[src/rtl/eager_join_register_block.sv]
// Eager join: synchronises SIZE elastic inputs into one output, parking early tokens in one-slot registers.
// Define EAGER_JOIN_BYPASS_EN for the 0-latency bypass build; the default is the fully registered build.
module eager_join_register_block #(
  parameter  int SIZE       = 2,
  parameter  int DATA_WIDTH = 32,
  localparam int PW         = (SIZE * DATA_WIDTH > 0) ? SIZE * DATA_WIDTH : 1
) (
  input  logic            clk,
  input  logic            rst,
  input  logic [PW-1:0]   ins,
  input  logic [SIZE-1:0] ins_valid,
  output logic [SIZE-1:0] ins_ready,
  output logic [PW-1:0]   outs,
  output logic            outs_valid,
  input  logic            outs_ready
);

  logic [SIZE-1:0] r_full;
  logic [SIZE-1:0] w_load;
  logic            w_fire;

`ifdef EAGER_JOIN_BYPASS_EN
  logic [SIZE-1:0] w_avail;

  // A channel counts as present when parked or when its live token is on the wire.
  assign w_avail    = r_full | ins_valid;
  assign outs_valid = rst & (&w_avail);
  assign w_fire     = outs_valid & outs_ready;
  assign ins_ready  = rst ? ~r_full : '0;
  // Bypassed tokens are consumed by the fire itself, so only park when nothing fires.
  assign w_load     = ins_valid & ins_ready & {SIZE{~w_fire}};
`else
  assign outs_valid = rst & (&r_full);
  assign w_fire     = outs_valid & outs_ready;
  // A full slot may reload in the same cycle it is drained by a fire.
  assign ins_ready  = rst ? (~r_full | {SIZE{w_fire}}) : '0;
  assign w_load     = ins_valid & ins_ready;
`endif

  always_ff @(posedge clk or negedge rst) begin
    if (!rst) begin
      r_full <= '0;
    end else begin
      r_full <= (r_full & ~{SIZE{w_fire}}) | w_load;
    end
  end

  generate
    if (DATA_WIDTH > 0) begin : g_data
      for (genvar i = 0; i < SIZE; i++) begin : g_ch
        logic [DATA_WIDTH-1:0] r_slot;

        always_ff @(posedge clk or negedge rst) begin
          if (!rst) begin
            r_slot <= '0;
          end else if (w_load[i]) begin
            r_slot <= ins[i*DATA_WIDTH +: DATA_WIDTH];
          end
        end

`ifdef EAGER_JOIN_BYPASS_EN
        assign outs[i*DATA_WIDTH +: DATA_WIDTH] =
          r_full[i] ? r_slot : ins[i*DATA_WIDTH +: DATA_WIDTH];
`else
        assign outs[i*DATA_WIDTH +: DATA_WIDTH] = r_slot;
`endif
      end
    end else begin : g_nodata
      // Control-only join: the data ports carry nothing.
      assign outs = '0;
    end
  endgenerate

endmodule

[config.mk]
export PLATFORM = sky130hd
export DESIGN_NAME = eager_join_register_block
export DESIGN_NICKNAME = d
export VERILOG_FILES = /design/src/rtl/eager_join_register_block.sv
export SDC_FILE = /design/constraint.sdc
export NUM_CORES = 1
export LEC_CHECK = 0
export BUFFER_PORTS_ARGS = -buffer_cell sky130_fd_sc_hd__buf_2
export CORE_MARGIN = 5
export CORE_UTILIZATION = 44
export DETAILED_ROUTE_END_ITERATION = 12
export PLACE_DENSITY_LB_ADDON = 0.05
export SLEW_MARGIN = 20
export SYNTH_ARGS = -nofsm -noshare
export SYNTH_HDL_FRONTEND = slang
export SYNTH_SLANG_ARGS = --single-unit
[constraint.sdc]
create_clock -name clk -period 2.01 [get_ports clk]
set_input_delay 0.3015 -clock clk [delete_from_list [all_inputs] [get_ports clk]]
set_output_delay 0.3015 -clock clk [all_outputs]
set_load 0.02 [all_outputs]
== After elaboration in Yosys (flattened, before gate mapping) ==
Cells that the tools add are included.

* Bits in registers: 66
* Latch bits: 0
* Bits in writable memories: 0
* Bits in read-only memories: 0
* Input port bits: 69
* Output and inout port bits: 67
* Word-level logic and storage cells: 13
* Memories: 0

* $add $sub $neg: 0
* Multiply operators: 0
* Div/mod/pow operators: 0
* Magnitude comparators: 0
* Equality and inequality tests: 0
* Shift-type cells: 0
* Mux-type cells: 1
* Bitwise gates (word level): 8
* Reduce and logical (&&, ||, !) cells: 1

{| class="wikitable"
|+ Operator list
! operator !! count
|-
| $and 2x2->2 || 2
|-
| $not 2->2 || 2
|-
| $or 2x2->2 || 2
|-
| $and 1x1->1 || 2
|-
| $mux 2 || 1
|-
| $reduce_and 2->1 || 1
|}

== Longest topological paths before layout ==
Gate-level depths: netlist of the first run.

* Depth after elaboration: 7
* Mapped depth: 4
* Depth with buffers taken out: 3

== Least setup slack after synthesis of the first run ==
Ideal clock, no wire load.

* Kind: reg-to-reg
* Start: reg r_full[0]
* End: reg g_data.g_ch[1].r_slot[0]
* Library setup time: 125 ps
* Arrival time: 1273 ps
* Data required time: 1885 ps
* Slack: 612 ps
* Cell stages (with the launch flop): 5
* Path buffers: 1
* Period minus slack after synthesis: 1398 ps
* Cells stage by stage: dfrtp_1 nand2_1 a21oi_4 clkbuf_8 mux2_2

* Cells in the longest elaborated chain, start to end: 6

{| class="wikitable"
|+ RTL lines
! item !! RTL line !! RTL
|-
| start: declaration || 18 || <nowiki>logic [SIZE-1:0] r_full;</nowiki>
|-
| start signal: assignment || 44 || <nowiki>r_full <= (r_full & ~{SIZE{w_fire}}) | w_load;</nowiki>
|-
| $reduce_and 2->1 || 33 || <nowiki>assign outs_valid = rst & (&r_full);</nowiki>
|-
| $and 1x1->1 || 33 ||
|-
| $and 1x1->1 || 34 || <nowiki>assign w_fire = outs_valid & outs_ready;</nowiki>
|-
| $or 2x2->2 || 36 || <nowiki>assign ins_ready = rst ? (~r_full | {SIZE{w_fire}}) : '0;</nowiki>
|-
| $mux 2 || 36 ||
|-
| $and 2x2->2 || 37 || <nowiki>assign w_load = ins_valid & ins_ready;</nowiki>
|-
| end signal: assignment || 57 || <nowiki>r_slot <= ins[i*DATA_WIDTH +: DATA_WIDTH];</nowiki>
|-
| end: declaration || 51 || <nowiki>logic [DATA_WIDTH-1:0] r_slot;</nowiki>
|}

No other way between the ends.
A chain may end at the register's enable or synchronous reset.

== Final worst setup path of the first run ==
* Start: in rst
* End: reg g_data.g_ch[0].r_slot[19]

* Cells in the longest elaborated chain, start to end: 5

{| class="wikitable"
|+ RTL lines
! item !! RTL line !! RTL
|-
| start: declaration || 9 || <nowiki>input logic rst,</nowiki>
|-
| $and 1x1->1 || 33 ||
|-
| $and 1x1->1 || 34 ||
|-
| $or 2x2->2 || 36 ||
|-
| $mux 2 * || 36 ||
|-
| $and 2x2->2 * || 37 ||
|-
| end signal: assignment || 57 ||
|-
| end: declaration || 51 ||
|}

Every way passes the cells marked *; elsewhere a longest branch is shown, timed or not.

==> metrics.md, run 1 <==
| Metric | Value |
|---|---|
| Status | `complete, no violations` |
| WP data required | `2.23 ns` |
| Net Sw Power | `1.481 mW` |
| Leak Pwr | `1.741 nW` |
| Vias in the first global route | `1869` |
| Fin crit period | `1.756 ns` |
| Critical path type | `primary input to flop` |
| WL/cell | `14.43 um` |
| Die X | `86.05 um` |
| Syn Area/Cell | `16.85 um2` |
| Die H | `86.05 um` |
| Cells after synthesis | `151` |
| Drt drc | `0` |
| CTS tree | `built` |
| Final Cycle Share | `0.8736` |
| RSZ-0062 raised after global routing | `no` |
| FP Rows | `27` |
| Final setup fails | `0` |
| CTS sink cnt | `66` |
| Crit path from | `rst` |
| Worst reg2reg endpoint | `g_data.g_ch[0].r_slot[19]` |
| Post-Syn Area | `2545 um2` |
| Yosys Warn Count | `0` |
| Ports | `136` |
| H-tree Lvls | `3` |
| Wl on met1 | `2.148 mm` |
| Initial antenna violation count | `0` |
| Area grow syn2layout | `38.05%` |
| Vias | `1718` |
| Filler cells | `485` |
| P_int | `3.037 mW` |
| Max Root-Sink Buffers | `2` |
| Slew margin rel. | `0.6913` |
| Post-synth top area cell | `dfrtp_1` |
| Finished Cell Area | `3513 um2` |
| First-pass DRT Iterations | `2` |
| Startpoint Class | `primary input` |
| Detail Route met2 WL | `2.498 mm` |
| Final Wtd Congestion | `0.6930` |
| Min-Delay Path Class | `primary input to flop` |
| Setup_tns | `0 ns` |
| Sequential-to-total area share from yosys stat | `0.6490` |
| Most common cell after layout, fill and taps aside | `buf_2` |
| Final Skew | `0.008321 ns` |
| Initial Utilization | `0.4566` |
| Dpl cell area | `3286 um2` |
| Detailed-route wire length | `5.398 mm` |
| Clk root buf | `clkbuf_8` |
| Port Buf Inserts | `135` |
| Worst R2R Setup Slack | `0.49 ns` |
| Max Freq | `569.5 MHz` |
| Share of cells above drive strength 1 | `0.7219` |
| Routed vias/inst | `4.594` |
| Gr ovfl total | `0` |
| Top-area cell type share of the netlist area | `0.6490` |
| Worst hold margin | `0.1793 ns` |
| Largest net degree at the start of global routing | `39` |
| Critical Path End Type | `flop` |
| Total die area | `7405 um2` |
| Endpoints failing hold | `0` |
| Max-cap violations | `0` |
| # diodes | `0` |
| Final Net Count | `366` |
| Area of the core | `5574 um2` |
| Syn_nets | `220` |
| Count of cell types in the netlist | `11` |
| Most frequent cells in the layout | `buf_2 (135), dfrtp_1 (66), mux2_2 (58)` |
| DRT antenna net count | `0` |
| Worst path arrival time | `1.97 ns` |
| Global-route wire length before repair | `8.742 mm` |
| Num CTS Buffers | `9` |
| Sw frac | `0.3279` |
| Critical Path Sink | `g_data.g_ch[0].r_slot[19]` |
| CTS clk-pin slew, worst paths | `0.07 ns` |
| Final Max Slew Viols | `0` |
| Clk pwr share | `0.267` |
| Synth area leaders | `dfrtp_1 (65%), mux2_2 (26%), mux2_1 (2.7%)` |
| Reg-to-reg startpoint | `r_full[1]` |
| Seq pwr share | `0.417` |
| Gr usage total | `0.1534` |
| #FFs+latches synth | `66` |
| CP max FO | `22` |
| Worst vdd ir | `0.7729 mV` |
| Drt first-iter violations | `30` |
| Worst skew pair latency | `0.34 ns` |
| Pwr per Cell Area | `1286 nW/um2` |
| HPWL after detailed placement | `4.105 mm` |
| Top Metal Used | `met4` |
| Logic pwr share | `0.316` |
| Worst Tran Pin Value | `0.4631 ns` |
| Worst Reg2Reg Path Length in Cells | `4` |
| Met3 WL | `638 um` |
[final cells by class]
cell class	instances	area, um2	share of cell area
flip-flops and latches	66	1652	0.4701
clock inverters	6	80.08	0.02279
clock buffers	10	137.6	0.03917
repair buffers	141	735.7	0.2094
well taps	72	90.09	0.02564
multi-input cells	79	818.3	0.2329
[kinds of logic (layout without fill, tap and decap cells)]
kind of cell	count (synthesis)	in the layout	synth area share
multiplexers	64	64	0.2832
flip-flops	66	66	0.6490
AND/OR/NAND/NOR	11	11	0.01967
AO/OA/AOI/OAI	4	4	0.01868
buffers and inverters	6	157	0.02950
[per-stage QoR]
step	total power [mW]	cells	utilization	worst slack [ns]
5_1_grt	4.788	374	0.6303	0.1217
3_3_place_gp	3.337	357	0.5895	0.4549
6_report	4.518	374	0.6303	0.2540
2_1_floorplan	2.797	151	-	0.6122
3_5_place_dp	3.364	357	0.5895	0.4214
4_1_cts	4.589	374	0.6303	0.2288
[cell usage after synthesis]
master,number
a21oi_4,2
nand2_2,1
clkbuf_8,3
nand3_1,2
and3_2,1
mux2_2,58
buf_6,3
mux2_1,6
a21boi_0,2
dfrtp_1,66
nand2_1,7
[power groups by stage]
| stage | sequential, mW | clock, mW | combinational (mW) |
|---|---|---|---|
| global route | 1.94 | 1.31 | 1.53 |
| CTS | 1.89 | 1.24 | 1.45 |
| global placement | 1.90 | 0 | 1.43 |
| floorplan | 2.38 | 0 | 0.414 |
| finish | 1.88 | 1.21 | 1.43 |
| detailed placement | 1.91 | 0 | 1.45 |
[worst max-delay path: stages]
cell           delay (ns)
dlygate4sd3_1        0.52
buf_2                0.21
nand2_1              0.13
a21oi_4              0.13
buf_4                0.30
mux2_2               0.37
[metal layers]
metal / GRT usage / vias to the layer above
met4: 0.07914 / 0
li1: - / 820
met1: 0.1770 / 809
met3: 0.07493 / 13
met5: 0 / -
met2: 0.2355 / 76
[repair_timing]
action,4_1_cts,5_1_grt
endpoints found under the hold margin,2,0
gates resized for setup,0,0
setup endpoints to repair,0,0
setup buffers,0,0
hold buffers,1,0
[sequential cells by signal (all words and copies together), names as in the netlist]
| signal | cells |
|---|---|
| g_data.g_ch.r_slot | 64 |
| r_full | 2 |
[how the worst min path moves through the flow]
stage,depth (start not counted),to,start,slack (ns)
after floorplan,0,g_data.g_ch[0].r_slot[0],rst,0.006
after global placement,1,r_full[1],rst,0.15
after detailed placement,1,r_full[1],rst,0.15
after CTS,2,g_data.g_ch[0].r_slot[24],ins[24],0.17
after global routing,2,g_data.g_ch[0].r_slot[20],ins[20],0.16
final,2,g_data.g_ch[0].r_slot[20],ins[20],0.18
Power figures use the tool's default switching activity.
==> run 2, diff against run 1 <==
Settings changed: BUFFER_PORTS_ARGS -buffer_cell sky130_fd_sc_hd__buf_2 to -buffer_cell sky130_fd_sc_hd__buf_4, CELL_PAD_IN_SITES_DETAIL_PLACEMENT set to 1, CELL_PAD_IN_SITES_GLOBAL_PLACEMENT set to 1, CORE_UTILIZATION 44 to 34.
==> metrics.md, run 2 (synthesis results as in run 1) <==
| Metric | Value |
|---|---|
| Die X | `96.52 um (was 86.05 um)` |
| Post_cts resized | `0 (unchanged)` |
| Most frequent cells in the layout | `buf_4 (137), dfrtp_1 (66), mux2_2 (58) (was buf_2 (135), dfrtp_1 (66), mux2_2 (58))` |
| Share of cells above drive strength 1 | `0.7133 (was 0.7219)` |
| WP data required | `1.71 ns (was 2.23 ns)` |
| Slew margin rel. | `0.6196 (was 0.6913)` |
| Global-route wire length before repair | `9.653 mm (was 8.742 mm)` |
| First-pass DRT Iterations | `4 (was 2)` |
| Pre-CTS WS | `0.5106 ns (was 0.4214 ns)` |
| Final Skew | `0.006352 ns (was 0.008321 ns)` |
| Non-filler cells, final | `399 (was 374)` |
| RSZ-0062 raised after global routing | `no (unchanged)` |
| Final Max Slew Viols | `0 (unchanged)` |
| Worst skew pair latency | `0.32 ns (was 0.34 ns)` |
| Biggest regs | `g_data.g_ch.r_slot (64), r_full (2) (unchanged)` |
| Tot Pwr | `4.545 mW (was 4.518 mW)` |
| Detailed-route wire length | `6.463 mm (was 5.398 mm)` |
| Worst vdd ir | `0.5750 mV (was 0.7729 mV)` |
| Largest net degree at the start of global routing | `46 (was 39)` |
| Num CTS Buffers | `9 (unchanged)` |
| Critical Path End Type | `primary output (was flop)` |
| Critical path type | `flop to primary output (was primary input to flop)` |
| Max Root-Sink Buffers | `2 (unchanged)` |
| Setup_tns | `0 ns (unchanged)` |
| Final Net Count | `364 (was 366)` |
| Final Wtd Congestion | `0.7415 (was 0.6930)` |
| Ports | `136 (unchanged)` |
| DRT antenna net count | `0 (unchanged)` |
| Max Freq | `601.3 MHz (was 569.5 MHz)` |
| Most common cell after layout, fill and taps aside | `buf_4 (was buf_2)` |
| Final setup fails | `0 (unchanged)` |
| Routed vias/inst | `4.541 (was 4.594)` |
| Area grow syn2layout | `50.34% (was 38.05%)` |
| Worst Tran Pin Value | `0.5707 ns (was 0.4631 ns)` |
| CTS tree | `built (unchanged)` |
| Finished Cell Area | `3826 um2 (was 3513 um2)` |
| Filler cells | `778 (was 485)` |
| Endpoints failing hold | `0 (unchanged)` |
| Clk root buf | `clkbuf_8 (unchanged)` |
| HPWL after detailed placement | `4.980 mm (was 4.105 mm)` |
| Drt drc | `0 (unchanged)` |
| Family with the most delay on the worst path | `flip-flops (was buffers and inverters)` |
| H-tree Lvls | `3 (unchanged)` |
| CP max FO | `6 (was 22)` |
| Dpl cell area | `3662 um2 (was 3286 um2)` |
| Max stage delay on crit path | `0.47 ns (was 0.52 ns)` |
| Fin crit period | `1.663 ns (was 1.756 ns)` |
| Hold buffer count at CTS | `0 (was 1)` |
| Vias | `1812 (was 1718)` |
| Total die area | `9315 um2 (was 7405 um2)` |
| Crit-path cells | `nand2_2 > a21boi_0 > buf_4 (was dlygate4sd3_1 > buf_2 > nand2_1 > a21oi_4 > buf_4 > mux2_2)` |
| Util after Layout | `0.5275 (was 0.6303)` |
| Initial antenna violation count | `0 (unchanged)` |
| Number of placed cells counting well taps | `383 (was 357)` |
| Gr ovfl total | `0 (unchanged)` |
| Largest register FFs | `64 (unchanged)` |
| Buffers & Inverters on Critical Path | `1 (was 3)` |
| Slowest CP cell | `dfrtp_1 (was dlygate4sd3_1)` |
| Die H | `96.52 um (was 86.05 um)` |
| Area of the core | `7253 um2 (was 5574 um2)` |
| Vias in the first global route | `2026 (was 1869)` |
| Worst hold margin | `0.02137 ns (was 0.1793 ns)` |
| Port Buf Inserts | `135 (unchanged)` |
| Status | `complete, no violations (unchanged)` |
| Max-cap violations | `0 (unchanged)` |
| CTS clk-pin slew, worst paths | `0.07 ns (about the same)` |
| WL/cell | `16.20 um (was 14.43 um)` |
| Drt first-iter violations | `35 (was 30)` |
| Worst path arrival time | `1.36 ns (was 1.97 ns)` |
| # diodes | `0 (unchanged)` |
| Top reg by flops | `g_data.g_ch.r_slot (unchanged)` |
| FP Rows | `31 (was 27)` |
| Initial Utilization | `0.3509 (was 0.4566)` |
| Final Cycle Share | `0.8274 (was 0.8736)` |
| Pwr per Cell Area | `1188 nW/um2 (was 1286 nW/um2)` |
| CTS sink cnt | `66 (unchanged)` |
| Leak Pwr | `1.820 nW (was 1.741 nW)` |
| Startpoint Class | `flop (was primary input)` |
| Min-Delay Path Class | `primary input to asynchronous set/reset pin (was primary input to flop)` |
| Gr usage total | `0.1381 (was 0.1534)` |
| Worst setup margin | `0.3470 ns (was 0.2540 ns)` |
| # Post-CTS Setup Buffers | `0 (unchanged)` |
[run 2: changes by cell type in the layout (fill, tap and decap cells not counted)]
cell           before  now
buf_4               4  137
buf_2             135    0
bufinv_16           2    0
clkbuf_1            0    3
clkinv_2            4    3
dlygate4sd3_1       1    0
buf_12              1    2
[run 2: where the power goes]
part	switching [mW]	leakage, nW	internal, mW
clock	0.459	0.0872	0.477
combinational	0.843	0.959	0.857
sequential	0.203	0.774	1.71
total	1.51	1.82	3.04
[run 2: worst reg2reg max path: stages, from the launching register on]
cell,delay [ns]
dfrtp_1,0.45
nand2_1,0.14
a21oi_4,0.18
buf_12,0.22
mux2_2,0.37
[run 2: worst paths after layout]
| kind | cells after the start | startpoint | slack [ns] | end |
|---|---|---|---|---|
| hold reg to reg | 1 | g_data.g_ch[0].r_slot[27] | 0.49 | g_data.g_ch[0].r_slot[27] |
| min in group clk | 2 | ins[2] | 0.20 | g_data.g_ch[0].r_slot[2] |
| hold / removal | 2 | rst | 0.02 | g_data.g_ch[0].r_slot[4] |
| setup reg to reg | 4 | r_full[0] | 0.53 | g_data.g_ch[1].r_slot[21] |
| setup / recovery | 3 | r_full[1] | 0.35 | ins_ready[0] |
| max in group asynchronous | 2 | rst | 1.49 | g_data.g_ch[1].r_slot[20] |
[run 2: layout make-up]
class | count | area (um2) | share of cell area
clock buffers | 13 | 148.9 | 0.03891
clock inverters | 3 | 15.01 | 0.003924
multi-input cells | 79 | 818.3 | 0.2139
flip-flops and latches | 66 | 1652 | 0.4317
well taps | 99 | 123.9 | 0.03237
repair buffers | 139 | 1069 | 0.2793
[run 2: layer usage]
| layer | global-route usage | part of all wire | wire length, um | vias to the layer above |
|---|---|---|---|---|
| met4 | 0.06075 | 0.021 | 133 | 0 |
| met2 | 0.2282 | 0.50 | 3206 | 84 |
| met3 | 0.05655 | 0.10 | 655 | 10 |
| met5 | 0 | 0 | 0 | - |
| li1 | - | - | - | 821 |
| met1 | 0.1569 | 0.38 | 2468 | 897 |
==> run 3, diff against run 2 <==
Settings changed: CORE_UTILIZATION 34 to 31.
Clock period 2.01 ns to 1.3 ns, I/O delays scaled along.
==> metrics.md, run 3 (synthesis results as in run 1) <==
| Metric | Value |
|---|---|
| Worst Tran Pin Value | `0.8167 ns (was 0.5707 ns)` |
| Endpoints failing hold | `0 (unchanged)` |
| Vias in the first global route | `2130 (was 2026)` |
| Startpoint Class | `flop (unchanged)` |
| HPWL after detailed placement | `5.004 mm (was 4.980 mm)` |
| Total die area | `10120 um2 (was 9315 um2)` |
| Final setup fails | `67 (was 0)` |
| Dpl cell area | `3820 um2 (was 3662 um2)` |
| Clk root buf | `clkbuf_8 (unchanged)` |
| Die X | `100.6 um (was 96.52 um)` |
| Largest net degree at the start of global routing | `65 (was 46)` |
| First-pass DRT Iterations | `4 (unchanged)` |
| CP max FO | `32 (was 6)` |
| WP data required | `1.51 ns (was 1.71 ns)` |
| # diodes | `0 (unchanged)` |
| Slowest CP cell | `dfrtp_2 (was dfrtp_1)` |
| Initial Utilization | `0.3145 (was 0.3509)` |
| Ports | `136 (unchanged)` |
| Initial antenna violation count | `0 (unchanged)` |
| Final Skew | `0.01169 ns (was 0.006352 ns)` |
| Final Wtd Congestion | `0.7053 (was 0.7415)` |
| Area of the core | `8093 um2 (was 7253 um2)` |
| Gr usage total | `0.1376 (was 0.1381)` |
| Setup_tns | `-6.908 ns (was 0 ns)` |
| Leak Pwr | `2.009 nW (was 1.820 nW)` |
| Max-cap violations | `0 (unchanged)` |
| WL/cell | `16.47 um (was 16.20 um)` |
| Max stage delay on crit path | `0.43 ns (was 0.47 ns)` |
| Finished Cell Area | `4128 um2 (was 3826 um2)` |
| Util after Layout | `0.5100 (was 0.5275)` |
| Worst vdd ir | `0.6484 mV (was 0.5750 mV)` |
| Most common cell after layout, fill and taps aside | `buf_4 (unchanged)` |
| Pre-CTS WS | `-0.08409 ns (was 0.5106 ns)` |
| Most frequent cells in the layout | `buf_4 (138), dfrtp_1 (65), mux2_2 (32), mux2_4 (32), clkbuf_8 (10) (was buf_4 (137), dfrtp_1 (66), mux2_2 (58))` |
| Fin crit period | `1.446 ns` |
| Detailed-route wire length | `6.851 mm (was 6.463 mm)` |
| Final Cycle Share | `1.112` |
| Port Buf Inserts | `135 (unchanged)` |
| Number of placed cells counting well taps | `394 (was 383)` |
| Top reg by flops | `g_data.g_ch.r_slot (unchanged)` |
| Biggest regs | `g_data.g_ch.r_slot (64), r_full (2) (unchanged)` |
| Max Freq | `691.7 MHz` |
| Failing checks | `negative setup slack` |
| Routed vias/inst | `4.490 (was 4.541)` |
| FP Rows | `33 (was 31)` |
| CTS tree | `built (unchanged)` |
| Global-route wire length before repair | `10.81 mm (was 9.653 mm)` |
| Num CTS Buffers | `9 (unchanged)` |
| Pwr per Cell Area | `1843 nW/um2 (was 1188 nW/um2)` |
| Drt first-iter violations | `30 (was 35)` |
| Final Max Slew Viols | `0 (unchanged)` |
| Max Root-Sink Buffers | `2 (unchanged)` |
| Filler cells | `853 (was 778)` |
| Tot Pwr | `7.606 mW (was 4.545 mW)` |
| Hold Crit Start | `ins[47]` |
| H-tree Lvls | `3 (unchanged)` |
| Worst hold margin | `0.09395 ns (was 0.02137 ns)` |
| Largest register FFs | `64 (unchanged)` |
| Slew margin rel. | `0.4555 (was 0.6196)` |
| Vias | `1868 (was 1812)` |
| Area grow syn2layout | `62.19% (was 50.34%)` |
| Worst skew pair latency | `0.33 ns (was 0.32 ns)` |
| Share of cells above drive strength 1 | `0.7588 (was 0.7133)` |
| Gr ovfl total | `0 (unchanged)` |
| CTS sink cnt | `66 (unchanged)` |
| Die H | `100.6 um (was 96.52 um)` |
| Worst setup margin | `-0.1457 ns (was 0.3470 ns)` |
| Non-filler cells, final | `416 (was 399)` |
| Crit-path cells | `buf_4 > a21oi_4 > buf_12 > mux2_2 (was nand2_2 > a21boi_0 > buf_4)` |
| CTS clk-pin slew, worst paths | `0.07 ns (about the same)` |
| Multi-input logic area | `952.2 um2 (was 818.3 um2)` |
| Drt drc | `0 (unchanged)` |
| RSZ-0062 raised after global routing | `yes (was no)` |
| Reg-to-reg startpoint | `r_full[1] (was r_full[0])` |
| Min-Delay Path Class | `primary input to flop (was primary input to asynchronous set/reset pin)` |
| Reg area | `1653 um2 (was 1652 um2)` |
| DRT antenna net count | `0 (unchanged)` |
| Critical Path End Type | `flop (was primary output)` |
| Crit path from | `r_full[1] (unchanged)` |
| Status | `complete, but fails checks (was complete, no violations)` |
| Worst path arrival time | `1.65 ns (was 1.36 ns)` |
| Critical path type | `flop to flop (was flop to primary output)` |
| Final Net Count | `375 (was 364)` |
==> run 3: cell types whose count changed in the layout (fill, tap and decap cells not counted), moves of 2 or more <==
cell,delta
a21boi_0,-2
a21boi_2,+2
mux2_2,-26
clkbuf_1,-2
mux2_4,+32
buf_6,+8
mux2_1,-6
==> run 3: area by class of cell <==
class,instances,share of cell area
well taps,105,0.03183
clock buffers,11,0.03425
repair buffers,150,0.2898
multi-input cells,79,0.2307
clock inverters,5,0.01303
flip-flops and latches,66,0.4004
==> run 3: worst paths after layout <==
kind / endpoint / slack (ns) / cells after the start
max: g_data.g_ch[1].r_slot[23] / -0.15 / 4
min reg2reg: g_data.g_ch[1].r_slot[8] / 0.51 / 1
max in group asynchronous: g_data.g_ch[1].r_slot[27] / 0.67 / 2
min in group asynchronous: g_data.g_ch[0].r_slot[12] / 0.11 / 2
max reg2reg: g_data.g_ch[1].r_slot[23] / -0.15 / 4
min: g_data.g_ch[1].r_slot[15] / 0.09 / 2
==> run 3: report_power, final <==
| group | switching [mW] | total [mW] | internal, mW |
|---|---|---|---|
| logic | 1.36 | 2.94 | 1.58 |
| clock network | 0.760 | 1.69 | 0.933 |
| registers | 0.337 | 2.98 | 2.64 |
| total | 2.45 | 7.61 | 5.15 |
==> run 3: repair_timing <==
item / 4_1_cts / 5_1_grt
hold buffers: 1 / 0
endpoints found under the hold margin: 2 / 0
endpoints found under the setup margin: 67 / 67
setup buffers: 4 / 1
gates resized for setup: 18 / 1
pin swaps: 3 / 3
==> run 3: per-layer routing <==
layer	GRT usage	vias up	wire, um
li1	-	836	-
met1	0.1664	943	2701
met2	0.2233	80	3498
met3	0.05190	9	560
met4	0.05078	0	91
met5	0	-	0
==> run 3: worst max-delay path, delay by kind of cell (launching register included) <==
kind | cells | cell delay [ns]
buf+inv | 2 | 0.37
mux | 1 | 0.36
flops | 1 | 0.43
compound gates | 1 | 0.16
